**src/rtl/load_store_controller.sv**
```systemverilog
// Data-memory access sequencer: checks and issues one load or store at a time over a
// valid/ready request channel, stalls the pipeline meanwhile, and aligns/extends loads.

module load_store_controller #(
  parameter int DATA_WIDTH     = 32,
  parameter int TIMEOUT_CYCLES = 255
) (
  input  logic                  clk,
  input  logic                  rst,
  input  logic                  load,
  input  logic                  store,
  input  logic [2:0]            func_3,
  input  logic [DATA_WIDTH-1:0] address,
  input  logic [DATA_WIDTH-1:0] store_data,
  output logic                  mem_req_valid,
  input  logic                  mem_req_ready,
  output logic                  mem_req_write,
  output logic [DATA_WIDTH-1:0] mem_req_address,
  output logic [DATA_WIDTH-1:0] mem_req_wdata,
  output logic [3:0]            mem_req_wmask,
  input  logic                  mem_resp_valid,
  input  logic [DATA_WIDTH-1:0] mem_resp_rdata,
  output logic                  stall,
  output logic [DATA_WIDTH-1:0] load_data,
  output logic                  load_data_valid,
  output logic                  access_error
);

  localparam int TW = $clog2(TIMEOUT_CYCLES + 1);

  typedef enum logic [1:0] {
    IDLE     = 2'd0,
    REQUEST  = 2'd1,
    RESPONSE = 2'd2,
    DONE     = 2'd3
  } state_t;

  state_t        state;
  state_t        state_next;
  logic [TW-1:0] timer;
  logic [2:0]    func_q;
  logic [1:0]    offset_q;
  logic          deliver;

  logic          start;
  logic          legal;
  logic          aligned;
  logic          go;
  logic          timed_out;
  logic          capture;
  logic [3:0]    wmask_new;
  logic [31:0]   wdata_new;
  logic [31:0]   shifted;
  logic [31:0]   extended;

  // Decode the strobe in IDLE; a store always wins when both strobes are high.
  always_comb begin
    start     = load | store;
    legal     = store ? (func_3 <= 3'd2) : ((func_3 != 3'd3) && (func_3 <= 3'd5));
    aligned   = 1'b1;
    wmask_new = 4'b0000;
    wdata_new = 32'h0;
    if (func_3[1:0] == 2'd1) begin
      aligned = ~address[0];
    end else if (func_3[1:0] == 2'd2) begin
      aligned = (address[1:0] == 2'b00);
    end
    if (store) begin
      case (func_3[1:0])
        2'd0: begin
          wmask_new = 4'b0001 << address[1:0];
          wdata_new = {4{store_data[7:0]}};
        end
        2'd1: begin
          wmask_new = 4'b0011 << address[1:0];
          wdata_new = {2{store_data[15:0]}};
        end
        default: begin
          wmask_new = 4'b1111;
          wdata_new = store_data;
        end
      endcase
    end
  end

  assign go = start & legal & aligned;

  // Shift the addressed lane down to bit 0, then extend according to the captured size.
  always_comb begin
    shifted = mem_resp_rdata >> {offset_q, 3'b000};
    case (func_q)
      3'd0:    extended = {{24{shifted[7]}}, shifted[7:0]};
      3'd1:    extended = {{16{shifted[15]}}, shifted[15:0]};
      3'd4:    extended = {24'h0, shifted[7:0]};
      3'd5:    extended = {16'h0, shifted[15:0]};
      default: extended = shifted;
    endcase
  end

  always_ff @(posedge clk or posedge rst) begin
    if (rst) begin
      state <= IDLE;
    end else begin
      state <= state_next;
    end
  end

  // The timeout cycle drops valid, so a late ready can never complete an abandoned request.
  always_comb begin
    state_next      = state;
    mem_req_valid   = 1'b0;
    stall           = 1'b0;
    access_error    = 1'b0;
    load_data_valid = 1'b0;
    capture         = 1'b0;
    timed_out       = (timer == TW'(TIMEOUT_CYCLES));
    case (state)
      IDLE: begin
        if (go) begin
          stall      = 1'b1;
          state_next = REQUEST;
        end else if (start) begin
          access_error = 1'b1;
        end
      end
      REQUEST: begin
        stall = 1'b1;
        if (timed_out) begin
          access_error = 1'b1;
          state_next   = DONE;
        end else begin
          mem_req_valid = 1'b1;
          if (mem_req_ready) begin
            state_next = mem_req_write ? DONE : RESPONSE;
          end
        end
      end
      RESPONSE: begin
        stall = 1'b1;
        if (timed_out) begin
          access_error = 1'b1;
          state_next   = DONE;
        end else if (mem_resp_valid) begin
          capture    = 1'b1;
          state_next = DONE;
        end
      end
      DONE: begin
        load_data_valid = deliver;
        state_next      = IDLE;
      end
      default: state_next = IDLE;
    endcase
  end

  // Request fields are captured once in IDLE and held for the whole access.
  always_ff @(posedge clk or posedge rst) begin
    if (rst) begin
      timer           <= '0;
      func_q          <= 3'd0;
      offset_q        <= 2'd0;
      deliver         <= 1'b0;
      mem_req_write   <= 1'b0;
      mem_req_address <= '0;
      mem_req_wdata   <= '0;
      mem_req_wmask   <= 4'b0000;
      load_data       <= '0;
    end else begin
      timer   <= ((state_next == state) && ((state == REQUEST) || (state == RESPONSE))) ?
                 timer + 1'b1 : '0;
      deliver <= capture;
      if ((state == IDLE) && go) begin
        func_q          <= func_3;
        offset_q        <= address[1:0];
        mem_req_write   <= store;
        mem_req_address <= {address[31:2], 2'b00};
        mem_req_wdata   <= wdata_new;
        mem_req_wmask   <= wmask_new;
      end
      if (capture) begin
        load_data <= extended;
      end
    end
  end

endmodule
```
**config.mk**
```make
export PLATFORM = sky130hd
export DESIGN_NAME = load_store_controller
export DESIGN_NICKNAME = d
export VERILOG_FILES = /design/src/rtl/load_store_controller.sv
export SDC_FILE = /design/constraint.sdc
export NUM_CORES = 1
export LEC_CHECK = 0
export BUFFER_PORTS_ARGS = -buffer_cell sky130_fd_sc_hd__clkbuf_2
export CAP_MARGIN = 20
export CORE_MARGIN = 2
export CORE_UTILIZATION = 55
export CTS_BUF_LIST = sky130_fd_sc_hd__clkbuf_8
export CTS_CLUSTER_DIAMETER = 200
export DETAILED_ROUTE_END_ITERATION = 12
export PLACE_DENSITY_LB_ADDON = 0.1
export SETUP_SLACK_MARGIN = 0.05
export SYNTH_ARGS = -nofsm -noshare
export SYNTH_HDL_FRONTEND = slang
export SYNTH_SLANG_ARGS = --single-unit
```
**constraint.sdc**
```tcl
create_clock -name clk -period 6.52 [get_ports clk]
set_input_delay 0.652 -clock clk [delete_from_list [all_inputs] [get_ports clk]]
set_output_delay 0.652 -clock clk [all_outputs]
set_load 0.05 [all_outputs]
```
==> results of run 1 <==
## cells in the final DEF (no fill, tap or decap), types with 8 or more instances in the layout
| master | n |
|---|---|
| dfrtp_1 | 115 |
| o21ai_1 | 8 |
| o21ai_0 | 53 |
| nor2_1 | 43 |
| mux2_2 | 24 |
| clkbuf_8 | 19 |
| clkbuf_2 | 207 |
| nand2_1 | 218 |
| a21oi_1 | 53 |
| nand3_1 | 22 |
| mux2i_1 | 23 |
## cells in the mapped netlist, types with 4 or more instances
cell type  count
a21oi_1       53
buf_2         17
buf_4          5
clkbuf_1      15
dfrtp_1      115
ha_1           6
inv_1          5
mux2_2        24
mux2i_1       23
nand2_1      218
nand3_1       22
nor2_1        43
nor2b_1        5
o21ai_0       53
o21ai_1        8
xnor2_1        4
## routing by layer
layer  global-route usage (%)  vias to the layer above  wire length [um]
met4                    7.143                        0               171
met3                    9.029                       17              1146
met1                    33.55                     2456              5952
met5                        0                        -                 0
met2                    44.15                      178              7041
li1                         -                     2538                 -
## how the worst max path moves through the flow
stage / start / slack (ns) / cells past startpoint / end
4_1_cts: state[0] / 3.61 / 6 / stall
2_1_floorplan: rst / 2.82 / 1 / deliver
3_5_place_dp: store / 3.62 / 7 / access_error
6_report: state[0] / 3.63 / 6 / stall
3_3_place_gp: func_3[0] / 3.67 / 6 / stall
5_1_grt: store / 3.43 / 7 / access_error
## worst max-delay path: stages (launching register included)
cell and delay (ns):
dfrtp_1 0.47, inv_1 0.14, ha_1 0.31, o21ai_1 0.20, nand2b_2 0.25, a21oi_1 0.14, clkbuf_2 0.29
## sequential cells by signal, indices dropped and copies added (netlist names)
signal	cells
mem_req_address	30
load_data	32
deliver	1
mem_req_write	1
timer	8
mem_req_wmask	4
state	2
mem_req_wdata	32
offset_q	2
func_q	3
## layout make-up
type / instances / area (sq um)
Clock buffer: 19 / 261.5
Clock inverter: 13 / 182.7
Fill cell: 860 / 3023
Inverter: 6 / 25.02
Multi-Input combinational cell: 490 / 2571
Sequential cell: 115 / 2878
Tap cell: 136 / 170.2
Timing Repair Buffer: 212 / 1074
## through the flow
step	setup slack, ns	utilization, %	cell area [sq um]	power [mW]	hold WS, ns
2_1_floorplan	2.824	-	5692	2.926	0.4599
4_1_cts	3.613	70.32	7162	4.169	0.2848
3_5_place_dp	3.621	65.96	6718	3.431	0.4570
6_report	3.626	70.32	7162	4.142	0.2707
5_1_grt	3.434	70.32	7162	4.388	0.3056
3_3_place_gp	3.670	65.96	6718	3.384	0.4535
## kinds of logic (layout without fill, tap and decap cells)
family | count (synthesis) | count (layout) | share of synthesized area (%)
AOI/OAI and AO/OA | 122 | 122 | 11.72
xor gates and xnor gates | 6 | 6 | 0.9239
adders and majority gates | 6 | 6 | 1.320
buffers and inverters | 48 | 250 | 4.267
DFF | 115 | 115 | 50.59
muxes | 49 | 49 | 9.239
other | 1 | 2 | 0.06593
and+or+nand+nor | 305 | 305 | 21.87
## power by group
| part | internal (mW) | switching (mW) | total [mW] |
|---|---|---|---|
| registers | 1.02 | 0.207 | 1.22 |
| logic | 0.514 | 1.67 | 2.19 |
| clock network | 0.436 | 0.293 | 0.730 |
| total | 1.97 | 2.17 | 4.14 |
==> impl_metrics.env, run 1 <==
export IMPL_crit_type="flop to primary output"
export IMPL_ant_nets=0
export IMPL_rsz0062_at_grt="no"
export IMPL_ctsResizeCount=0
export IMPL_yosys_most_used_dff="dfrtp_1"
export IMPL_setup_viol=0
export IMPL_finalCritPeriodShare_pct=44.39
export IMPL_cts_hold_buf=0
export IMPL_start_kind="flop"
export IMPL_drv_cap=0
export IMPL_rrSetupSlack_ns=4.09
export IMPL_fin_setup_tns_ns=0
export IMPL_post_cts_buffers=0
export IMPL_grt_ovfl_total=0
export IMPL_firstDrtPassIters=5
export IMPL_grt_pass1_wl_um=23580
export IMPL_portBuffers=207
export IMPL_h_tree_depth=4
export IMPL_syn_avg_cell_area_sq_um=8.724
export IMPL_drc_errors=0
export IMPL_slew_headroom_pct=41.50
export IMPL_r2r_cells=6
export IMPL_worstMarginPinSlew_ns=0.8775
export IMPL_die_w_um=105.7
export IMPL_cts_made_buffers=17
export IMPL_clock_sinks=115
export IMPL_finalNonFillerCells=991
export IMPL_antenna_cells=0
export IMPL_routed_wl_um=14310
export IMPL_tritoncts="done"
export IMPL_drive_above_1_share_pct=32.75
export IMPL_gp_congestion=0.8277
export IMPL_rows=37
export IMPL_placedCellCount=959
export IMPL_die_y_um=105.7
export IMPL_outcome="finished, final reports clean"
export IMPL_drt_iter0_markers=242
export IMPL_start_util_pct=55.85
export IMPL_synth_top_area_cell="dfrtp_1"
export IMPL_clockRootBuffer="clkbuf_8"
export IMPL_rr_startpoint="state[0]"
export IMPL_yosysWarnings=0
export IMPL_grt_usage_pct=26.63
export IMPL_synth_area_leaders="dfrtp_1 51%, nand2_1 14%, mux2_2 4.8%, a21oi_1 4.7%, o21ai_0 4.7%"
export IMPL_cts_buffer_depth=2
export IMPL_core_area_sq_um=10180
export IMPL_pin_count=210
export IMPL_syn_cell_area_sq_um=5688
export IMPL_timing_rr_end="mem_req_wdata[4]"
export IMPL_grt_max_degree=94
export IMPL_syn_instance_count=652
export IMPL_vdd_drop_max_mv=0.3774
export IMPL_critPathMaxFanout=8
export IMPL_period_needed_ns=2.894
export IMPL_hold_viol=0
export IMPL_fin_skew_ns=0.01211
export IMPL_place_hpwl_um=10270
export IMPL_nets=953
export IMPL_netlist_area_leader_share_pct=50.59
export IMPL_async_reset_ff_share_pct=100.0
export IMPL_yosysSeqAreaShare_pct=50.59
export IMPL_num_vias=5189
export IMPL_antenna_found_initial=0
export IMPL_die_area_sq_um=11170
export IMPL_crit_arrival_ns=2.24
export IMPL_min_path_type="input port to asynchronous set/reset pin"
export IMPL_synth_edff_count=0
export IMPL_leakage_nw=3.805
export IMPL_viasPerCell=5.236
export IMPL_ys_types=41
export IMPL_worst_skew_pair_late_latency_ns=0.43
export IMPL_end_kind="primary output"
export IMPL_routedWlPerCell_um=14.44
export IMPL_ys_seq_elements=115
export IMPL_power_density_nw_per_um2=578.3
export IMPL_area_delta_synth_final_pct=25.91
export IMPL_path_clk_slew_ns=0.07
export IMPL_first_global_vias=5046
export IMPL_drv_slew=0
export IMPL_crit_required_ns=5.87
export IMPL_fmaxAchievable_ghz=0.3455
(Power assumes the default switching activity.)
==> run 2, diff against run 1 <==
--- a/config.mk
+++ b/config.mk
@@ -8,7 +8,7 @@
 export BUFFER_PORTS_ARGS = -buffer_cell sky130_fd_sc_hd__clkbuf_2
 export CAP_MARGIN = 20
 export CORE_MARGIN = 2
-export CORE_UTILIZATION = 55
+export CORE_UTILIZATION = 51
 export CTS_BUF_LIST = sky130_fd_sc_hd__clkbuf_8
 export CTS_CLUSTER_DIAMETER = 200
 export DETAILED_ROUTE_END_ITERATION = 12
==> constraint.sdc (replaced) <==
create_clock -name clk -period 2.95 [get_ports clk]
set_input_delay 0.295 -clock clk [delete_from_list [all_inputs] [get_ports clk]]
set_output_delay 0.295 -clock clk [all_outputs]
set_load 0.05 [all_outputs]
==> run 2 against run 1 <==
Net effect:
- final cell count grew 1.1%
- core utilization shrank 3.3 points
- routed wire length grew 3.8%
- sequential share of layout area shrank 0.57 points
- largest cell class unchanged
==> impl_metrics.env, run 2 (synthesis gave the netlist of run 1 again) <==
export IMPL_place_area_sq_um=6809
export IMPL_dpl_worst_slack_ns=0.6826
export IMPL_placedCellCount=972
export IMPL_path_clk_slew_ns=0.07
export IMPL_start_kind="flop"
export IMPL_finalCritPeriodShare_pct=92.23
export IMPL_p_seq_share_pct=29.5
export IMPL_crit_required_ns=2.65
export IMPL_p_total_mw=9.255
export IMPL_drv_slew=0
export IMPL_cts_buffer_depth=2
export IMPL_biggestRegsByFlops="load_data: 32 flops, mem_req_wdata: 32 flops, mem_req_address: 30 flops"
export IMPL_period_needed_ns=2.721
export IMPL_grt_usage_pct=25.17
export IMPL_whs_ns=0.06064
export IMPL_fmaxAchievable_ghz=0.3675
export IMPL_outcome="finished, final reports clean"
export IMPL_gp_congestion=0.8630
export IMPL_finalNonFillerCells=1002
export IMPL_p_int_mw=4.457
export IMPL_crit_type="flop to primary output"
export IMPL_multi_input_area_sq_um=2576
export IMPL_h_tree_depth=4
export IMPL_layout_commonest_cell="nand2_1"
export IMPL_finalInstanceArea_sq_um=7264
export IMPL_slowest_stage="dfrtp_1"
export IMPL_min_from="address[7]"
export IMPL_die_y_um=109.6
export IMPL_start_util_pct=52.47
export IMPL_final_cell_mix="218 x nand2_1, 207 x clkbuf_2, 115 x dfrtp_1"
export IMPL_power_frac_comb_pct=52.7
export IMPL_timing_rr_end="mem_req_address[25]"
export IMPL_routed_wl_um=14860
export IMPL_rr_startpoint="state[0]"
export IMPL_drt_iter0_markers=256
export IMPL_fillers=932
export IMPL_drive_above_1_share_pct=33.18
export IMPL_slew_headroom_pct=48.97
export IMPL_fin_setup_tns_ns=0
export IMPL_path_buf_inv=2
export IMPL_cpPeakStageDelay_ns=0.48
export IMPL_pin_count=210
export IMPL_r2r_cells=7
export IMPL_grt_ovfl_total=0
export IMPL_final_util_pct=67.01
export IMPL_crit_arrival_ns=2.43
export IMPL_ctsResizeCount=0
export IMPL_tritoncts="done"
export IMPL_rows=38
export IMPL_cts_made_buffers=17
export IMPL_end_kind="primary output"
export IMPL_cp_cell_sequence="inv_1 -> ha_1 -> o21ai_1 -> nand2b_4 -> a21oi_1 -> clkbuf_2"
export IMPL_core_area_sq_um=10840
export IMPL_swShare_pct=51.84
export IMPL_worst_skew_pair_late_latency_ns=0.43
export IMPL_firstDrtPassIters=6
export IMPL_die_w_um=109.6
export IMPL_power_density_nw_per_um2=1274
export IMPL_grt_pass1_wl_um=23430
export IMPL_critPathMaxFanout=42
export IMPL_rrSetupSlack_ns=0.66
export IMPL_drc_errors=0
export IMPL_rsz0062_at_grt="no"
export IMPL_grt_max_degree=50
export IMPL_whs_endpoint="mem_req_address[7]"
export IMPL_clockRootBuffer="clkbuf_8"
export IMPL_routedWlPerCell_um=14.83
export IMPL_worstMarginPinSlew_ns=0.7654
export IMPL_crit_family="flip-flops"
export IMPL_nets=963
export IMPL_viasPerCell=5.203
export IMPL_vdd_drop_max_mv=0.7935
export IMPL_die_area_sq_um=12010
export IMPL_fin_skew_ns=0.01709
export IMPL_final_setup_worst_slack_ns=0.2292
export IMPL_portBuffers=207
export IMPL_drv_cap=0
export IMPL_min_delay_path_depth=3
export IMPL_power_switching_mw=4.797
export IMPL_clock_sinks=115
export IMPL_setup_viol=0
export IMPL_ant_nets=0
export IMPL_first_global_vias=4920
export IMPL_leakage_nw=3.865
export IMPL_clockPowerShare_pct=17.9
export IMPL_hold_viol=0
export IMPL_seqCellArea_sq_um=2878
export IMPL_antenna_cells=0
export IMPL_place_hpwl_um=10990
export IMPL_antenna_found_initial=0
export IMPL_num_vias=5213
export IMPL_min_path_type="input port to flop"
export IMPL_area_delta_synth_final_pct=27.72
-- run 2: final cells by class --
cell class	count	area share (%)
flip-flops and latches	115	39.61
clock inverters	10	2.532
inverters	6	0.3617
repair buffers	222	16.02
clock buffers	19	3.600
multi-input cells	490	35.46
well taps	140	2.411
-- run 2: how the worst max path moves through the flow --
stage	from	to	slack, ns	depth (start not counted)
global placement	address[0]	stall	0.74	6
detailed placement	state[0]	stall	0.68	6
finish	state[0]	stall	0.23	6
global route	state[0]	stall	0.05	6
floorplan	state[0]	stall	0.43	7
CTS	state[0]	stall	0.21	6
-- run 2: layer usage --
metal,routed length (um),GRT usage [%],up-vias
met4,314,8.951,0
met3,1126,7.943,22
met1,6357,31.64,2441
li1,-,-,2554
met2,7056,41.05,196
met5,0,0,-
-- run 2: power by group through the flow --
stage          Clock (mW)  Combinational [mW]  Sequential [mW]
4_1_cts              1.68                4.91             2.72
3_3_place_gp            0                4.82             2.72
3_5_place_dp            0                4.90             2.74
6_report             1.65                4.87             2.73
2_1_floorplan           0                1.71             4.76
5_1_grt              1.75                5.23             2.81
-- run 2: repair_timing --
item | in CTS | in global routing
hold buffers | 1 | 0
endpoints found under the hold margin | 20 | 0
buffers inserted | 0 | 0
-- run 2: worst min-delay path, cell delays in order --
cell	delay, ns
clkbuf_2	0.07
nand2_1	0.04
nand2_1	0.04
==> run 3, diff against run 2 <==
--- a/config.mk
+++ b/config.mk
@@ -11,9 +11,10 @@
 export CORE_UTILIZATION = 51
 export CTS_BUF_LIST = sky130_fd_sc_hd__clkbuf_8
 export CTS_CLUSTER_DIAMETER = 200
+export CTS_CLUSTER_SIZE = 12
 export DETAILED_ROUTE_END_ITERATION = 12
 export PLACE_DENSITY_LB_ADDON = 0.1
-export SETUP_SLACK_MARGIN = 0.05
+export RECOVER_POWER = 100
 export SYNTH_ARGS = -nofsm -noshare
 export SYNTH_HDL_FRONTEND = slang
 export SYNTH_SLANG_ARGS = --single-unit
==> run 3 against run 2 <==
Net effect:
- routed wire length barely moved
- critical path depth unchanged
- maximum frequency is 2.8% higher
- sequential power hardly changed
- setup slack better by 0.074 ns
==> impl_metrics.env, run 3 (synthesis gave the netlist of run 1 again) <==
export IMPL_grt_ovfl_total=0
export IMPL_r2r_cells=4
export IMPL_die_w_um=109.6
export IMPL_pin_count=210
export IMPL_worstMarginPinSlew_ns=1.265
export IMPL_drv_slew=0
export IMPL_die_y_um=109.6
export IMPL_worstSetupEndpoint="stall"
export IMPL_finalNonFillerCells=1002
export IMPL_routedWlPerCell_um=14.84
export IMPL_final_cell_mix="218 x nand2_1, 115 x dfrtp_1, 110 x clkbuf_2"
export IMPL_rr_startpoint="offset_q[1]"
export IMPL_area_delta_synth_final_pct=24.37
export IMPL_drv_cap=0
export IMPL_period_needed_ns=2.647
export IMPL_clock_sinks=115
export IMPL_num_vias=5185
export IMPL_firstDrtPassIters=4
export IMPL_timing_rr_end="load_data[20]"
export IMPL_nets=963
export IMPL_placedCellCount=972
export IMPL_portBuffers=207
export IMPL_min_path_type="input port to flop"
export IMPL_worst_skew_pair_late_latency_ns=0.42
export IMPL_h_tree_depth=4
export IMPL_place_hpwl_um=10990
export IMPL_grt_pass1_wl_um=23430
export IMPL_cts_made_buffers=17
export IMPL_leakage_nw=3.526
export IMPL_fin_setup_tns_ns=0
export IMPL_ctsResizeCount=0
export IMPL_vdd_drop_max_mv=0.7747
export IMPL_rows=38
export IMPL_path_clk_slew_ns=0.07
export IMPL_fillers=999
export IMPL_core_area_sq_um=10840
export IMPL_biggestRegsByFlops="load_data: 32 flops, mem_req_wdata: 32 flops, mem_req_address: 30 flops"
export IMPL_first_global_vias=4920
export IMPL_crit_start="state[0]"
export IMPL_antenna_cells=0
export IMPL_fmaxAchievable_ghz=0.3779
export IMPL_tritoncts="done"
export IMPL_cts_buffer_depth=2
export IMPL_fin_skew_ns=0.01558
export IMPL_final_setup_worst_slack_ns=0.3035
export IMPL_p_total_mw=9.032
export IMPL_gp_congestion=0.8630
export IMPL_end_kind="primary output"
export IMPL_die_area_sq_um=12010
export IMPL_critPathMaxFanout=42
export IMPL_rrSetupSlack_ns=0.33
export IMPL_finalCritPeriodShare_pct=89.71
export IMPL_layout_commonest_cell="nand2_1"
export IMPL_crit_type="flop to primary output"
export IMPL_antenna_found_initial=0
export IMPL_dpl_worst_slack_ns=0.6826
export IMPL_power_density_nw_per_um2=1277
export IMPL_crit_arrival_ns=2.35
export IMPL_setup_viol=0
export IMPL_slew_headroom_pct=14.99
export IMPL_start_util_pct=52.47
export IMPL_viasPerCell=5.175
export IMPL_drt_iter0_markers=277
export IMPL_crit_required_ns=2.65
export IMPL_rsz0062_at_grt="no"
export IMPL_outcome="finished, final reports clean"
export IMPL_grt_usage_pct=25.17
export IMPL_grt_max_degree=50
export IMPL_hold_viol=0
export IMPL_drc_errors=0
export IMPL_routed_wl_um=14870
export IMPL_ant_nets=0
export IMPL_drive_above_1_share_pct=20.65
export IMPL_start_kind="flop"
export IMPL_clockRootBuffer="clkbuf_8"
==> run 3: changes by cell type in the layout (fill, tap and decap cells not counted), sizes merged <==
| cell | delta |
|---|---|
| buf | -6 |
| clkbuf | +6 |
==> run 3: worst max-delay path: stages (launching register included) <==
cell and delay [ns]:
dfrtp_1 0.47, inv_1 0.14, ha_1 0.29, o21ai_1 0.17, nand2b_4 0.35, a21oi_1 0.22, clkbuf_2 0.29
==> run 3: report_power, final <==
part           switching, mW  internal (mW)  total (mW)
combinational           3.68          0.988        4.67
sequential             0.463           2.25        2.71
clock                  0.611           1.04        1.65
total                   4.76           4.27        9.03
==> run 3: worst min path at each step <==
stage,from,end,depth (start not counted)
final,address[7],mem_req_address[7],3
after global routing,address[29],mem_req_address[29],3
after CTS,address[15],mem_req_address[15],3
after detailed placement,rst,load_data[26],2
after global placement,rst,load_data[26],2
after floorplan,func_3[2],func_q[2],2
==> run 3: final cells by class <==
type,count,area [sq um],share of cell area [%]
repair buffers,222,1007,14.24
flip-flops and latches,115,2878,40.68
inverters,6,23.77,0.3360
multi-input cells,490,2545,35.97
clock buffers,19,261.5,3.697
clock inverters,10,183.9,2.600
well taps,140,175.2,2.476
==> run 3: what timing repair did <==
| item | CTS | global route |
|---|---|---|
| setup endpoints to repair | 0 | 0 |
| buffers inserted | 0 | 0 |
| hold endpoints to repair | 20 | 0 |
| hold buffers | 1 | 0 |
==> run 3: routing by layer <==
metal	vias to the layer above	wire length (um)	share of wire (%)	GRT usage, %
li1	2555	-	-	-
met1	2418	6410	43	31.64
met2	187	7012	47	41.05
met3	25	1099	7.4	7.943
met4	0	346	2.3	8.951
met5	-	0	0	0
==> run 3: through the flow <==
| step | util [%] | cell area (sq um) | hold WS [ns] |
|---|---|---|---|
| after floorplan | - | 5695 | 0.4004 |
| after global placement | 62.81 | 6809 | 0.3400 |
| after detailed placement | 62.81 | 6809 | 0.3496 |
| after CTS | 67.01 | 7264 | 0.03903 |
| after global routing | 65.26 | 7074 | 0.05004 |
| final | 65.26 | 7074 | 0.06262 |
